==> config.mk <==
export PLATFORM = sky130hd
export DESIGN_NAME = ct_lsu_spsram_512x52_ctrl
export DESIGN_NICKNAME = d
export VERILOG_FILES = /design/src/rtl/ct_lsu_sram_ctrl_pkg.sv /design/src/rtl/ct_lsu_sram_ctrl_rsp_fifo.sv /design/src/rtl/ct_lsu_spsram_512x52_ctrl.sv
export SDC_FILE = /design/constraint.sdc
export NUM_CORES = 1
export LEC_CHECK = 0
export ABC_AREA = 1
export CAP_MARGIN = 20
export CORE_AREA = 3 3 130 132
export DETAILED_ROUTE_END_ITERATION = 6
export DIE_AREA = 0 0 133 135
export PLACE_DENSITY = 0.8
export SYNTH_ARGS = -nofsm -noshare
export SYNTH_HDL_FRONTEND = slang
export SYNTH_SLANG_ARGS = --single-unit
==> constraint.sdc <==
create_clock -name forever_cpuclk -period 4 [get_ports forever_cpuclk]
set_input_delay 0.6 -clock forever_cpuclk [delete_from_list [all_inputs] [get_ports forever_cpuclk]]
set_output_delay 0.6 -clock forever_cpuclk [all_outputs]
set_load 0.05 [all_outputs]
==> src/rtl/ct_lsu_sram_ctrl_pkg.sv <==
// ct_lsu_sram_ctrl_pkg
//   Shared definitions for the LSU single-port SRAM controller:
//   controller FSM state encoding and response buffer depth.
package ct_lsu_sram_ctrl_pkg;

  typedef enum logic [1:0] {
    RST_WAIT = 2'd0,
    INIT     = 2'd1,
    READY    = 2'd2
  } ctrl_state_e;

  localparam int unsigned RSP_DEPTH = 2;

endpackage

==> src/rtl/ct_lsu_sram_ctrl_rsp_fifo.sv <==
// ct_lsu_sram_ctrl_rsp_fifo
//   In-order read-response buffer, RSP_DEPTH entries, asynchronously reset to empty.
//   Ports:
//     clk, rst          clock, asynchronous active-high reset
//     push, push_data   write one entry (ignored when full unless popping)
//     pop               consume head entry (ignored when empty)
//     pop_data          head entry, stable until popped
//     full, empty       occupancy flags
module ct_lsu_sram_ctrl_rsp_fifo
  import ct_lsu_sram_ctrl_pkg::*;
#(
  parameter int unsigned DATA_WIDTH = 52
) (
  input  logic                  clk,
  input  logic                  rst,
  input  logic                  push,
  input  logic [DATA_WIDTH-1:0] push_data,
  input  logic                  pop,
  output logic [DATA_WIDTH-1:0] pop_data,
  output logic                  full,
  output logic                  empty
);

  localparam int unsigned PTR_W = (RSP_DEPTH > 1) ? $clog2(RSP_DEPTH) : 1;
  localparam int unsigned CNT_W = $clog2(RSP_DEPTH + 1);

  logic [DATA_WIDTH-1:0] mem [RSP_DEPTH];
  logic [PTR_W-1:0]      wr_ptr;
  logic [PTR_W-1:0]      rd_ptr;
  logic [CNT_W-1:0]      count;
  logic                  do_push;
  logic                  do_pop;

  assign full     = (count == CNT_W'(RSP_DEPTH));
  assign empty    = (count == '0);
  assign do_pop   = pop & ~empty;
  // A pop frees the head slot in the same edge, so push+pop on full is legal.
  assign do_push  = push & (~full | do_pop);
  assign pop_data = mem[rd_ptr];

  always_ff @(posedge clk) begin
    if (do_push) begin
      mem[wr_ptr] <= push_data;
    end
  end

  always_ff @(posedge clk or posedge rst) begin
    if (rst) begin
      wr_ptr <= '0;
      rd_ptr <= '0;
      count  <= '0;
    end else begin
      if (do_push) begin
        wr_ptr <= (wr_ptr == PTR_W'(RSP_DEPTH - 1)) ? '0 : wr_ptr + 1'b1;
      end
      if (do_pop) begin
        rd_ptr <= (rd_ptr == PTR_W'(RSP_DEPTH - 1)) ? '0 : rd_ptr + 1'b1;
      end
      case ({do_push, do_pop})
        2'b10:   count <= count + 1'b1;
        2'b01:   count <= count - 1'b1;
        default: count <= count;
      endcase
    end
  end

endmodule

==> src/rtl/ct_lsu_spsram_512x52_ctrl.sv <==
// ct_lsu_spsram_512x52_ctrl
//   Controller for the 512x52 single-port SRAM macro (A/CEN/GWEN/WEN/D/Q).
//   After reset it sweeps every entry to INIT_VAL, then serves a valid/ready
//   read/write request port with a per-bit write mask. Read data returns in
//   order through a 2-entry response buffer with backpressure.
//   Ports:
//     forever_cpuclk, cpurst       clock, asynchronous active-high reset
//     init_req / init_done         re-run sweep (READY only) / sweep complete
//     req_vld/req_rdy/req_wr/...   request port (addr, wdata, active-high wmask)
//     rsp_vld/rsp_rdy/rsp_rdata    read response port
//     sram_a/cen/gwen/wen/d/q      SRAM macro pins (cen, gwen, wen active-low)
module ct_lsu_spsram_512x52_ctrl
  import ct_lsu_sram_ctrl_pkg::*;
#(
  parameter int unsigned           ADDR_WIDTH = 9,
  parameter int unsigned           DATA_WIDTH = 52,
  parameter int unsigned           DEPTH      = 512,
  parameter logic [DATA_WIDTH-1:0] INIT_VAL   = '0
) (
  input  logic                  forever_cpuclk,
  input  logic                  cpurst,
  input  logic                  init_req,
  output logic                  init_done,
  input  logic                  req_vld,
  output logic                  req_rdy,
  input  logic                  req_wr,
  input  logic [ADDR_WIDTH-1:0] req_addr,
  input  logic [DATA_WIDTH-1:0] req_wdata,
  input  logic [DATA_WIDTH-1:0] req_wmask,
  output logic                  rsp_vld,
  input  logic                  rsp_rdy,
  output logic [DATA_WIDTH-1:0] rsp_rdata,
  output logic [ADDR_WIDTH-1:0] sram_a,
  output logic                  sram_cen,
  output logic                  sram_gwen,
  output logic [DATA_WIDTH-1:0] sram_wen,
  output logic [DATA_WIDTH-1:0] sram_d,
  input  logic [DATA_WIDTH-1:0] sram_q
);

  ctrl_state_e           state;
  logic [ADDR_WIDTH-1:0] cnt;
  logic                  inflight;
  logic                  fifo_full;
  logic                  fifo_empty;
  logic                  rd_credit;
  logic                  fire;
  logic                  rd_fire;

  // A read needs a buffer slot for itself: in-flight plus occupancy must stay
  // below two. No credit is taken back from a same-cycle pop.
  assign rd_credit = ~fifo_full & ~(inflight & ~fifo_empty);
  assign req_rdy   = (state == READY) & ~init_req & (req_wr | rd_credit);
  assign fire      = req_vld & req_rdy;
  assign rd_fire   = fire & ~req_wr;
  assign rsp_vld   = ~fifo_empty;

  always_ff @(posedge forever_cpuclk or posedge cpurst) begin
    if (cpurst) begin
      state     <= RST_WAIT;
      cnt       <= '0;
      inflight  <= 1'b0;
      init_done <= 1'b0;
    end else begin
      // Independent of state so a read accepted alongside init_req still lands.
      inflight <= rd_fire;
      case (state)
        RST_WAIT: begin
          state <= INIT;
          cnt   <= '0;
        end
        INIT: begin
          if (cnt == ADDR_WIDTH'(DEPTH - 1)) begin
            state     <= READY;
            cnt       <= '0;
            init_done <= 1'b1;
          end else begin
            cnt <= cnt + 1'b1;
          end
        end
        READY: begin
          if (init_req) begin
            state     <= INIT;
            cnt       <= '0;
            init_done <= 1'b0;
          end
        end
        default: begin
          state     <= RST_WAIT;
          init_done <= 1'b0;
        end
      endcase
    end
  end

  always_comb begin
    sram_cen  = 1'b1;
    sram_gwen = 1'b1;
    sram_wen  = '1;
    sram_a    = '0;
    sram_d    = '0;
    case (state)
      INIT: begin
        sram_cen  = 1'b0;
        sram_gwen = 1'b0;
        sram_wen  = '0;
        sram_a    = cnt;
        sram_d    = INIT_VAL;
      end
      READY: begin
        sram_cen  = ~fire;
        sram_gwen = ~req_wr;
        sram_wen  = req_wr ? ~req_wmask : '1;
        sram_a    = req_addr;
        sram_d    = req_wdata;
      end
      default: ;
    endcase
  end

  ct_lsu_sram_ctrl_rsp_fifo #(
    .DATA_WIDTH (DATA_WIDTH)
  ) u_rsp_fifo (
    .clk       (forever_cpuclk),
    .rst       (cpurst),
    .push      (inflight),
    .push_data (sram_q),
    .pop       (rsp_rdy),
    .pop_data  (rsp_rdata),
    .full      (fifo_full),
    .empty     (fifo_empty)
  );

endmodule

Yosys cells after proc, flatten, opt, wreduce, memory -nomap -nowiden
Memories as Yosys holds them, arrays and structs flattened.
Cells that the tools add are included.
{"block": "word_totals", "register_bits": 17, "ram_bits": 104, "output_inout_bits": 170, "wordCells": 66, "n_memories": 1}
{"memory": "u_rsp_fifo.mem", "words": 2, "width": 52, "read_ports": 1, "rd_ports_with_merged_regs": 0, "wr": 1, "line": "ct_lsu_sram_ctrl_rsp_fifo.sv:27", "rtl": "logic [DATA_WIDTH-1:0] mem [RSP_DEPTH];"}
{"block": "classes", "addsub": 5, "n_eq_ne": 8, "muxes": 20, "n_bitwise": 18, "reduce_logical": 7}
{"operator": "two-way mux 52 bit", "n": 2}
{"operator": "case mux 52 bit (2 select lines)", "n": 1}
{"operator": "inverter 52 bit", "n": 1}
{"operator": "case mux 9 bit (3 select lines)", "n": 1}
{"operator": "two-way mux 9 bit", "n": 2}
{"operator": "case mux 9 bit (2 select lines)", "n": 1}
{"operator": "adder 9 x 1 -> 9 bit (second input constant)", "n": 1}
{"operator": "equality test 9 bit (second input constant)", "n": 1}
{"operator": "bitwise AND 1 bit", "n": 8}
{"operator": "inverter 1 bit", "n": 7}
{"operator": "equality test 2 bit (second input constant)", "n": 3}
{"operator": "two-way mux 1 bit", "n": 6}
{"operator": "case mux 2 bit (3 select lines)", "n": 1}
{"operator": "equality test 2 x 1 -> 1 bit (second input constant)", "n": 2}
{"operator": "zero test 2 bit", "n": 2}
{"operator": "two-way mux 2 bit", "n": 2}
{"operator": "!= test 2 bit (second input constant)", "n": 2}
{"operator": "case mux 1 bit (2 select lines)", "n": 2}
{"operator": "case mux 2 bit (2 select lines)", "n": 1}
{"operator": "AND reduction 2 bit", "n": 2}
{"operator": "case mux 1 bit (3 select lines)", "n": 1}
{"operator": "AND reduction 3 bit", "n": 1}
{"operator": "nonzero test 3 bit", "n": 1}
{"operator": "adder 1 bit (second input constant)", "n": 2}
{"operator": "4 further kinds", "n": 5}

Depth between registers and ports, before layout
Gate-level depths: netlist (run 1).
{"block": "logic_depth", "ltp_word": 10, "depth_mapped": 11, "depth_no_buf": 11}

Hierarchy
From an unflattened synthesis (run 1), not the netlist that was laid out.
{"block": "hier_totals", "hier_cells": 500, "area_unflattened_um2": 5885.6}
{"module": "ct_lsu_sram_ctrl_rsp_fifo", "n_inst": 1, "cells_each": 194, "area_each_um2": 4232.8, "seq_area_each_um2": 3223.1}
{"module": "ct_lsu_spsram_512x52_ctrl", "n_inst": 1, "cells_each": 306, "area_each_um2": 1652.8, "seq_area_each_um2": 325.3}

Worst setup path before layout (run 1)
OpenSTA, ideal clock, no wires.
{"block": "synth_timing", "kind": "input-to-reg", "from": "input rsp_rdy", "to": "memory u_rsp_fifo.mem[0][0], enable pin", "setup_ns": 0.462, "arrival_time_ns": 2.865, "required_ns": 3.538, "setup_slack_ns": 0.673, "path_stages": 2, "path_buffers": 0, "cell_sequence": "o21ai_2 -> nor2_1"}
{"block": "synth_between", "elab_chain_cells": 5}
{"item": "start: declaration", "line": "ct_lsu_spsram_512x52_ctrl.sv:31", "rtl": "input logic rsp_rdy,"}
{"item": "bitwise AND 1 bit", "line": "ct_lsu_sram_ctrl_rsp_fifo.sv:36", "rtl": "assign do_pop = pop & ~empty;"}
{"item": "bitwise OR 1 bit", "line": "ct_lsu_sram_ctrl_rsp_fifo.sv:38", "rtl": "assign do_push = push & (~full | do_pop);"}
{"item": "bitwise AND 1 bit", "line": "ct_lsu_sram_ctrl_rsp_fifo.sv:38"}
{"item": "two-way mux 1 bit", "line": "ct_lsu_sram_ctrl_rsp_fifo.sv:42", "rtl": "if (do_push) begin"}
{"item": "two-way mux 1 bit (implied by the code)", "line": "ct_lsu_sram_ctrl_rsp_fifo.sv:43", "rtl": "mem[wr_ptr] <= push_data;"}
{"item": "end: declaration", "line": "ct_lsu_sram_ctrl_rsp_fifo.sv:27"}
No other way between the ends.

Worst setup path after layout (run 1)
{"block": "layout_timing", "from": "register state[0]", "to": "output sram_wen[42]"}
{"block": "layout_between", "elab_chain_cells": 2}
{"item": "start: declaration", "line": "ct_lsu_spsram_512x52_ctrl.sv:41", "rtl": "ctrl_state_e state;"}
{"item": "start signal: assignment", "line": "ct_lsu_spsram_512x52_ctrl.sv:60", "rtl": "state <= RST_WAIT;"}
{"item": "start signal: assignment", "line": "ct_lsu_spsram_512x52_ctrl.sv:69", "rtl": "state <= INIT;"}
{"item": "start signal: assignment", "line": "ct_lsu_spsram_512x52_ctrl.sv:74", "rtl": "state <= READY;"}
{"item": "equality test 2 bit / equality test 2 x 1 -> 1 bit (equally long branches)", "line": "ct_lsu_spsram_512x52_ctrl.sv:102", "rtl": "case (state)"}
{"item": "case mux 52 bit (2 select lines) *", "line": "ct_lsu_spsram_512x52_ctrl.sv:102"}
{"item": "end: declaration", "line": "ct_lsu_spsram_512x52_ctrl.sv:36", "rtl": "output logic [DATA_WIDTH-1:0] sram_wen,"}
Every way passes the cells marked *; elsewhere a longest branch is shown, timed or not.

==> results.md, run 1 <==
* Status: finished, final reports clean
* Root buf cell: clkbuf_16
* WHS Endpoint: init_done$_DFFE_PP0P_
* Max Clock Freq at 278 MHz
* Synth Area in Adders at 0.0179
* Worst reg2reg path startpoint: state[0]$_DFFE_PP0P_
* Skew final at 0.00562 ns
* Clk Latency, worst-skew pair at 0.41 ns
* Syn Std Cell Area at 0.00560 mm2
* CTS buffer count at 17
* CP max FO at 53
* # resized after CTS at 0
* Cells on worst reg2reg path at 8
* Worst reg-to-reg setup slack at 1.85 ns
* Design Power at 4.73 mW
* Chip height at 135 um
* Initial antenna violation count at 0
* Hold-fix buffers at CTS at 0
* Total grt overflow at 0
* Cells after Synth at 605
* Worst setup path class: reg2out
* Largest family of logic cells by synthesized area: simple AND/OR/NAND/NOR gates
* Die area at 0.0180 mm2
* Worst-Margin Slew at 0.642 ns
* Maxcap violations at 0
* Worst setup EP type: output port
* Reg clk slew, reported paths at 0.05 ns
* CP Launch Point: state[0]$_DFFE_PP0P_
* Multi-input logic area at 0.00164 mm2
* Die Wd at 133 um
* Antenna Cells at 0
* Largest net degree at the start of global routing at 54
* CTS tree: yes
* VDD IR-drop max at 330 uV
* Area growth, synth to finish at 75.2%
* I/O Buffers at 340
* Layout cells sized above 1 at 0.0585
* Placer Congestion at 0.852
* Endpoints failing hold at 0
* Min Clock Period, post-route at 3.60 ns
* Hold Path Depth at 2
* FP Rows at 46
* Post-synthesis sequential area ratio at 0.634
* Routed wire length at 18500 um
* Mapped Nets at 784
* Pre-Repair DR Iteration Count at 7
* Synth unique cells at 22
* Bufs on Longest Clock Path at 2
* Reg-to-reg endpoint: cnt[6]$_DFFE_PP0P_
* Period Utilization, post-route at 0.900
* Starting density of the core at 0.354
* Worst Hold Class: reg2reg
* DR vias at 5248
* Final setup fails at 0
* Synth Area in XOR/XNOR at 0.00626
* Fill cells at 1290
* Core Region at 0.0158 mm2
* Leakage Power at 4.33 nW
* FF+latch area at 0.00355 mm2
* DR iter-0 viols at 338
* Total track usage at 0.203
* Ys Warns at 0
* DRT antenna net count at 0
* Compound-Gate Fraction of Synth Area at 0.0739
* CTS Sinks at 121
* CP arrival at 3.00 ns
* Flops & latches, synth at 121
* Setup crit start kind: flop
* Post-DP HPWL at 14100 um
* Routed WL per cell at 15.8 um
* Multiplexer share of the synthesized area at 0
* Hold path start: init_done$_DFFE_PP0P_
* Cell Pwr Density at 482 mW/mm2
* Final TNS setup at 0 ns
* Req. time, crit path at 3.40 ns
* Via density at 4.47
* Final net count at 1123
* H-tree level count at 4
* RSZ-0062 raised after global routing: no
* Vias in the first global route at 5348
* Global-route wire length before repair at 28300 um
* I/O pin total at 341
* Post-synthesis area per instance at 9.26 um2
* Slew Limit Fails at 0
* Setup Fix Bufs, Post-CTS at 0
* DRC viols at 0
* Post-Synth Simple-Gate Area at 0.192
* Rel. slew slack at 0.572
==> kinds of logic after synthesis <==
family                   Yosys count
buffers and inverters            109
adder cells (fa/ha/maj)            8
AND/OR/NAND/NOR                  282
AO/OA/AOI/OAI                     81
flip-flops                       121
XOR/XNOR                           4
==> cells in the mapped netlist <==
cell	number	share of area
nand2_1	256	0.17
edfxtp_1	104	0.56
inv_1	78	0.052
o21ai_0	59	0.053
dfrtp_1	17	0.076
nor2_1	16	0.011
a21oi_1	15	0.013
clkbuf_1	15	0.010
buf_2	14	0.013
ha_1	8	0.018
nand3_1	5	0.0045
o21ai_1	4	0.0036
nand4_1	3	0.0034
xor2_1	3	0.0047
a21oi_2	1	0.0016
a31oi_1	1	0.0011
clkinv_1	1	0.00067
inv_2	1	0.00067
nor3_1	1	0.00089
o21ai_2	1	0.0016
or2_2	1	0.0011
xnor2_1	1	0.0016
==> worst max-delay path: stages, from the launching register on <==
cell and delay [ns]:
dfrtp_1 0.42, inv_1 0.11, ha_2 0.52, nor2_1 0.12, a21oi_2 0.12, buf_4 0.36
o21ai_0 0.18, clkdlybuf4s50_1 0.74
==> cell type report <==
| type | count | area share |
|---|---|---|
| repair buffers | 349 | 0.353 |
| inverters | 80 | 0.0306 |
| flip-flops and latches | 121 | 0.362 |
| well taps | 216 | 0.0275 |
| clock buffers | 17 | 0.0434 |
| multi-input cells | 375 | 0.167 |
| clock inverters | 15 | 0.0162 |
==> sequential cells by signal, summed over array words and instances, names as in the netlist <==
| name | count |
|---|---|
| u_rsp_fifo.mem | 104 |
| init_done | 1 |
| inflight | 1 |
| u_rsp_fifo.count | 2 |
| cnt | 9 |
| u_rsp_fifo.wr_ptr | 1 |
| u_rsp_fifo.rd_ptr | 1 |
| state | 2 |
==> per-stage QoR <==
stage	utilization	hold slack (ns)	instances	cell area, um2	worst slack (ns)
2_1_floorplan	-	0.481	605	5600	0.673
3_3_place_gp	0.583	0.476	1141	9230	0.862
3_5_place_dp	0.583	0.482	1141	9230	0.819
4_1_cts	0.620	0.497	1173	9810	0.376
5_1_grt	0.620	0.544	1173	9810	0.189
6_report	0.620	0.491	1173	9810	0.402
==> metal layers <==
metal,GRT usage,part of all wire,vias up
li1,-,-,2611
met5,0,0,-
met3,0.0689,0.069,25
met4,0.0652,0.020,0
met2,0.357,0.52,202
met1,0.234,0.39,2410
==> placed cells by master, fill, tap and decap left out, types with 2 or more instances in the layout <==
cell type        instances
clkdlybuf4s50_1        328
nand2_1                256
edfxtp_1               104
inv_1                   78
o21ai_0                 59
buf_4                   19
clkbuf_16               17
dfrtp_1                 16
a21oi_1                 15
nor2_1                  14
ha_1                     7
clkinv_1                 6
nand3_1                  5
o21ai_1                  4
nand4_1                  3
xor2_1                   3
bufinv_16                3
clkinvlp_4               3
nor2_4                   2
clkinv_4                 2
clkinv_2                 2
buf_12                   2
==> how the worst max path moves through the flow <==
stage | to | slack (ns)
after floorplan | u_rsp_fifo.mem[0][0]$_DFFE_PP_ | 0.67
after global placement | sram_wen[43] | 0.86
after detailed placement | sram_wen[42] | 0.82
after CTS | sram_wen[42] | 0.38
after global routing | sram_wen[10] | 0.19
final | sram_wen[42] | 0.40
==> power by group <==
part	internal, mW	total, mW	leakage [nW]	switching [mW]
sequential	1.39	1.40	1.13	0.0130
combinational	0.618	1.84	2.92	1.23
clock	0.965	1.49	0.276	0.522
No activity file was read; power rests on OpenSTA's default activity.
==> inputs of run 2 (changes only) <==
Settings changed: CAP_MARGIN 20 to default.
==> results of run 2 <==
Same layout as run 1: the final DEF is identical, and so are final timing and power.
==> inputs of run 3 (changes only) <==
Settings changed: SLEW_MARGIN from default to 0.
==> results of run 3 <==
Same layout as run 1: the final DEF is identical, and so are final timing and power.
